File: src/rtl/m_ai_turn_sequencer.sv
// CPU turn sequencer around the game-tree search: latch board, launch search,
// validate the returned column (or fall back), and apply the move.
module m_ai_turn_sequencer #(
  parameter int NUM_COLS = 7,
  parameter int NUM_ROWS = 6,
  parameter int FIELD_W  = 42,
  parameter int CNT_W    = 3,
  parameter int COL_W    = 3,
  parameter int TIMEOUT  = 1000000
) (
  input  logic                      w_clk,
  input  logic                      w_rst,
  input  logic                      i_start,
  input  logic                      i_abort,
  input  logic [FIELD_W-1:0]        i_me_field,
  input  logic [FIELD_W-1:0]        i_op_field,
  input  logic [NUM_COLS*CNT_W-1:0] i_piled_array,
  output logic                      o_tree_en,
  output logic                      o_tree_rst,
  output logic [FIELD_W-1:0]        o_tree_me_field,
  output logic [FIELD_W-1:0]        o_tree_op_field,
  output logic [NUM_COLS*CNT_W-1:0] o_tree_piled_array,
  input  logic                      i_tree_valid,
  input  logic                      i_tree_finished,
  input  logic [COL_W-1:0]          i_tree_col,
  output logic                      o_busy,
  output logic                      o_done,
  output logic [COL_W-1:0]          o_col,
  output logic [1:0]                o_status,
  output logic [FIELD_W-1:0]        o_me_field_next,
  output logic [NUM_COLS*CNT_W-1:0] o_piled_array_next
);

  // state  | meaning
  // IDLE   | waiting for i_start
  // LAUNCH | o_tree_en pulse, counter cleared
  // WAIT   | search running, timeout counter active
  // CHECK  | validate captured column
  // APPLY  | result registers valid, o_done pulse
  localparam logic [2:0] S_IDLE   = 3'd0;
  localparam logic [2:0] S_LAUNCH = 3'd1;
  localparam logic [2:0] S_WAIT   = 3'd2;
  localparam logic [2:0] S_CHECK  = 3'd3;
  localparam logic [2:0] S_APPLY  = 3'd4;

  localparam int               PILE_W   = NUM_COLS * CNT_W;
  localparam logic [31:0]      CNT_LAST = 32'(TIMEOUT - 1);
  localparam logic [CNT_W-1:0] ROWS_C   = CNT_W'(NUM_ROWS);

  logic [2:0]         state_q, state_d;
  logic [31:0]        cnt_q, cnt_d;
  logic [COL_W-1:0]   tcol_q;
  logic [FIELD_W-1:0] me_next_d;
  logic [PILE_W-1:0]  piled_next_d;
  logic [COL_W-1:0]   fb_col, apply_col;
  logic [1:0]         status_d;
  logic               fb_found, tcol_ok, in_full, latch, load_res, tree_rst;

  always_comb begin
    in_full  = 1'b1;
    fb_col   = '0;
    fb_found = 1'b0;
    tcol_ok  = 1'b0;
    for (int c = 0; c < NUM_COLS; c++) begin
      if (i_piled_array[c*CNT_W +: CNT_W] < ROWS_C) in_full = 1'b0;
      if (!fb_found && o_tree_piled_array[c*CNT_W +: CNT_W] < ROWS_C) begin
        fb_col   = COL_W'(c);
        fb_found = 1'b1;
      end
      if (tcol_q == COL_W'(c) && o_tree_piled_array[c*CNT_W +: CNT_W] < ROWS_C) tcol_ok = 1'b1;
    end
  end

  // Move application: drop the stone on top of the chosen column's pile.
  always_comb begin
    apply_col    = (state_q == S_CHECK && tcol_ok) ? tcol_q : fb_col;
    me_next_d    = o_tree_me_field;
    piled_next_d = o_tree_piled_array;
    for (int c = 0; c < NUM_COLS; c++) begin
      if (apply_col == COL_W'(c)) begin
        piled_next_d[c*CNT_W +: CNT_W] = o_tree_piled_array[c*CNT_W +: CNT_W] + CNT_W'(1);
        for (int r = 0; r < NUM_ROWS; r++) begin
          if (o_tree_piled_array[c*CNT_W +: CNT_W] == CNT_W'(r)) me_next_d[c*NUM_ROWS + r] = 1'b1;
        end
      end
    end
  end

  always_comb begin
    state_d  = state_q;
    cnt_d    = cnt_q;
    status_d = 2'b00;
    latch    = 1'b0;
    load_res = 1'b0;
    tree_rst = 1'b0;
    case (state_q)
      S_IDLE: begin
        if (i_start) begin
          latch   = 1'b1;
          state_d = in_full ? S_APPLY : S_LAUNCH;
        end
      end
      S_LAUNCH: begin
        cnt_d = '0;
        if (i_abort) begin
          tree_rst = 1'b1;
          state_d  = S_IDLE;
        end else begin
          state_d = S_WAIT;
        end
      end
      S_WAIT: begin
        cnt_d = (cnt_q == '1) ? cnt_q : cnt_q + 32'd1;
        if (i_abort) begin
          tree_rst = 1'b1;
          state_d  = S_IDLE;
        end else if (i_tree_valid && i_tree_finished) begin
          state_d = S_CHECK;
        end else if (cnt_q == CNT_LAST) begin
          tree_rst = 1'b1;
          status_d = 2'b11;
          load_res = 1'b1;
          state_d  = S_APPLY;
        end
      end
      S_CHECK: begin
        if (i_abort) begin
          tree_rst = 1'b1;
          state_d  = S_IDLE;
        end else begin
          status_d = tcol_ok ? 2'b00 : 2'b01;
          load_res = 1'b1;
          state_d  = S_APPLY;
        end
      end
      S_APPLY: state_d = S_IDLE;
      default: state_d = S_IDLE;
    endcase
  end

  always_ff @(posedge w_clk or posedge w_rst) begin
    if (w_rst) begin
      state_q            <= S_IDLE;
      cnt_q              <= '0;
      tcol_q             <= '0;
      o_tree_me_field    <= '0;
      o_tree_op_field    <= '0;
      o_tree_piled_array <= '0;
      o_col              <= '0;
      o_status           <= '0;
      o_me_field_next    <= '0;
      o_piled_array_next <= '0;
    end else begin
      state_q <= state_d;
      cnt_q   <= cnt_d;
      if (latch) begin
        o_tree_me_field    <= i_me_field;
        o_tree_op_field    <= i_op_field;
        o_tree_piled_array <= i_piled_array;
      end
      if (state_q == S_WAIT && i_tree_valid && i_tree_finished) tcol_q <= i_tree_col;
      // A full board skips the search; the result is the untouched input board.
      if (latch && in_full) begin
        o_col              <= '0;
        o_status           <= 2'b10;
        o_me_field_next    <= i_me_field;
        o_piled_array_next <= i_piled_array;
      end else if (load_res) begin
        o_col              <= apply_col;
        o_status           <= status_d;
        o_me_field_next    <= me_next_d;
        o_piled_array_next <= piled_next_d;
      end
    end
  end

  assign o_tree_en  = (state_q == S_LAUNCH);
  assign o_tree_rst = tree_rst;
  assign o_busy     = (state_q != S_IDLE);
  assign o_done     = (state_q == S_APPLY);

endmodule
File: config.mk
export PLATFORM = sky130hd
export DESIGN_NAME = m_ai_turn_sequencer
export DESIGN_NICKNAME = d
export VERILOG_FILES = /design/src/rtl/m_ai_turn_sequencer.sv
export SDC_FILE = /design/constraint.sdc
export NUM_CORES = 1
export LEC_CHECK = 0
export BUFFER_PORTS_ARGS = -buffer_cell sky130_fd_sc_hd__buf_2
export CAP_MARGIN = 10
export CORE_ASPECT_RATIO = 0.8
export CORE_MARGIN = 2
export CORE_UTILIZATION = 53
export CTS_CLUSTER_SIZE = 14
export DETAILED_ROUTE_END_ITERATION = 10
export GPL_TIMING_DRIVEN = 0
export PLACE_DENSITY = 0.8
export SETUP_SLACK_MARGIN = 0.3
export SYNTH_ARGS = -nofsm -noshare
export SYNTH_HDL_FRONTEND = slang
export SYNTH_SLANG_ARGS = --single-unit
File: constraint.sdc
create_clock -name w_clk -period 9.2 [get_ports w_clk]
set_input_delay 1.84 -clock w_clk [delete_from_list [all_inputs] [get_ports w_clk]]
set_output_delay 1.84 -clock w_clk [all_outputs]
set_load 0.02 [all_outputs]
==> qor.csv <==
metric,value,unit
critical path arrival,2.76,ns
drt pass-1 iters,5,
input/output buffers,290,
Synth async-reset ratio,1.00,
WL/cell,19.9,um
Cell Rows,46,
DR vias,10500,
Final Instance Area,0.0131,mm2
Area growth syn-to-layout,24.0,%
max-slew violation count,0,
antenna violations before repair,2,
f_max,218,MHz
Yosys warning count,0,
DP Cell Count,1748,
unrepaired setup endpoints after global routing,false,
"Core Util, Final",0.668,
status,completed,
Std-Cell Core Area,0.0197,mm2
worst slew pin tran,0.915,ns
Critical Path Fanout Max,6,
pin count of the biggest net entering global routing,122,
"delay-heaviest family, CP",simple AND/OR/NAND/NOR gates,
placer congestion estimate,0.970,
full die area,0.0211,mm2
CP Capture Type,output port,
die width,162,um
vias in the first global route,9718,
# H-tree levels,1,
total global-route track usage,0.323,
Setup Viol. Count Final,0,
Worst Setup Start Kind,input pin,
Tmin final,4.60,ns
Switching Share,0.457,
Post-CTS Resized,0,
total of max-cap violations,0,
internal power,2.51,mW
synthesized instance count,1192,
WP data required,7.36,ns
Hold Crit Class,register to register,
Post-DRT Antenna Nets,0,
final wirelength,35600,um
Post-Place Worst Slack,4.36,ns
leakage,6.43,nW
"Top FF cell, synth",dfrtp_1,
TritonCTS Buffers,23,
Critical Path Slowest Stage Cell,nor3_1,
slew margin rel.,0.390,
Synth cell types,60,
Post-synth EDFFs,0,
first-pass GRT wire length,53800,um
final hold vios,0,
Worst-path clk slew,0.06,ns
share of total power in the clock network,0.195,
critical path type,input pin to output port,
P per Cell Area,353,mW/mm2
total net switching power,2.12,mW
"non-filler cells, final",1786,
Yosys reg bits,211,
Worst-Skew Late Latency,0.52,ns
drc violations,0,
Comb pwr share,0.455,
Iter 0 DRT Violations,1141,
Via density,5.90,
syn_nets,1342,
CTS tree,yes,
maximum vdd ir drop,0.000184,V
Placed Instance Area,0.0124,mm2
cell chosen for the clock root,clkbuf_16,
layout cells sized above 1,0.236,
setup bufs post-CTS,0,
Initial Util,0.538,
period utilization,0.500,
cts hold-fix bufs,0,
Post-Synthesis Cell Area,0.0106,mm2
cell repeated most along the worst path,buf_2,
syn_area_per_cell,8.89,um2
Bufs on Longest Clock Path,3,
R2R setup slack,5.64,ns
DP HPWL,26100,um
total grt overflow,0,
slack of the critical path,4.60,ns
Worst Skew,0.00984,ns
total I/O pin count,291,
Vert. Die Dim,130,um
Clock Sinks,211,
"Seq/Total Area, Yosys",0.498,
Worst Path Buf+Inv,2,
total power,4.63,mW
CP peak stage delay,0.29,ns
Total Nets Final,1659,
Seq pwr share,0.350,
critical path cell sequence,"buf_2, nand2_1, a31oi_1, nor3_1, buf_2",
-- through the flow --
step / TNS [ns] / hold slack, ns
floorplan: 0 / 0.462
global placement: -181.17 / 0.446
detailed placement: 0 / 0.457
CTS: 0 / 0.471
global route: 0 / 0.488
finish: 0 / 0.467
-- Yosys cell counts (all sizes together) (27+ instances only) --
master,n,area share
a21oi,47,0.022
buf,27,0.012
clkbuf,46,0.016
dfrtp,211,0.50
ha,36,0.043
inv,32,0.011
nand2,328,0.12
nor2,64,0.023
nor3,68,0.033
o211ai,28,0.020
o21ai,53,0.025
o22ai,32,0.019
-- layer usage --
layer  wire (um)  global-route usage  vias to the layer above
met5           0                   0                        -
met4         854              0.0822                        0
met3        4180              0.0887                       72
met2       15900               0.501                      604
met1       14700               0.455                     5063
li1            -                   -                     4803
-- worst register-to-register path, delay by kind of cell (launching register included) --
| kind | cells | cell delay, ns |
|---|---|---|
| DFF | 1 | 0.35 |
| buffers and inverters | 3 | 1.30 |
| and+or+nand+nor | 3 | 1.52 |
| AOI/OAI and AO/OA | 2 | 0.28 |
-- power groups by stage --
| stage | sequential [mW] | combinational (mW) | clock (mW) |
|---|---|---|---|
| finish | 1.62 | 2.11 | 0.904 |
| global placement | 1.61 | 2.03 | 0 |
| CTS | 1.61 | 2.10 | 0.911 |
| global route | 1.66 | 2.30 | 0.948 |
| detailed placement | 1.62 | 2.09 | 0 |
| floorplan | 2.03 | 0.866 | 0 |
-- state kept, by name, summed over array words and instances, names as in the netlist --
signal and flops:
o_tree_piled_array 21, state_q 3, tcol_q 3, o_me_field_next 42, o_piled_array_next 21, o_status 2, o_tree_me_field 42, cnt_q 32
o_tree_op_field 42, o_col 3
-- worst paths after layout --
| kind | start | to | cells past startpoint |
|---|---|---|---|
| max | i_tree_valid | o_tree_rst | 5 |
| min | o_tree_op_field[24]$_DFFE_PP0P_ | o_tree_op_field[24]$_DFFE_PP0P_ | 2 |
| max reg2reg | state_q[0]$_DFFE_PP0P_ | o_piled_array_next[12]$_DFFE_PP0P_ | 8 |
| min reg2reg | o_tree_op_field[24]$_DFFE_PP0P_ | o_tree_op_field[24]$_DFFE_PP0P_ | 2 |
| max in group asynchronous | w_rst | o_tree_piled_array[6]$_DFFE_PP0P_ | 3 |
| min in group asynchronous | w_rst | cnt_q[17]$_DFFE_PP0P_ | 2 |
-- logic make-up after synthesis --
kind of cell,after synthesis,synth area share
flip-flops,211,0.498
multiplexers,5,0.00484
XOR/XNOR,24,0.0198
buffers and inverters,105,0.0399
AO/OA/AOI/OAI,243,0.156
AND/OR/NAND/NOR,568,0.238
adder cells (fa/ha/maj),36,0.0425
-- layout by cell type, fill, tap and decap left out, drive strengths merged, types with 26 or more instances in the layout --
cell      n
o211ai   28
ha       36
o22ai    32
o21ai    53
dfrtp   211
nand3    26
a21oi    47
inv      33
nor3     68
clkbuf   77
buf     319
nor2     64
nand2   328
-- cell type report --
cell class	count	area (um2)
fill	1697	6540
sequential	211	5280
tap	264	330
multi-input combinational	876	4890
inverter	32	128
clock inverter	5	53.8
clock buffer	31	666
buffer	73	303
timing repair buffer	292	1480
antenna	2	5.00
(Power assumes the default switching activity.)
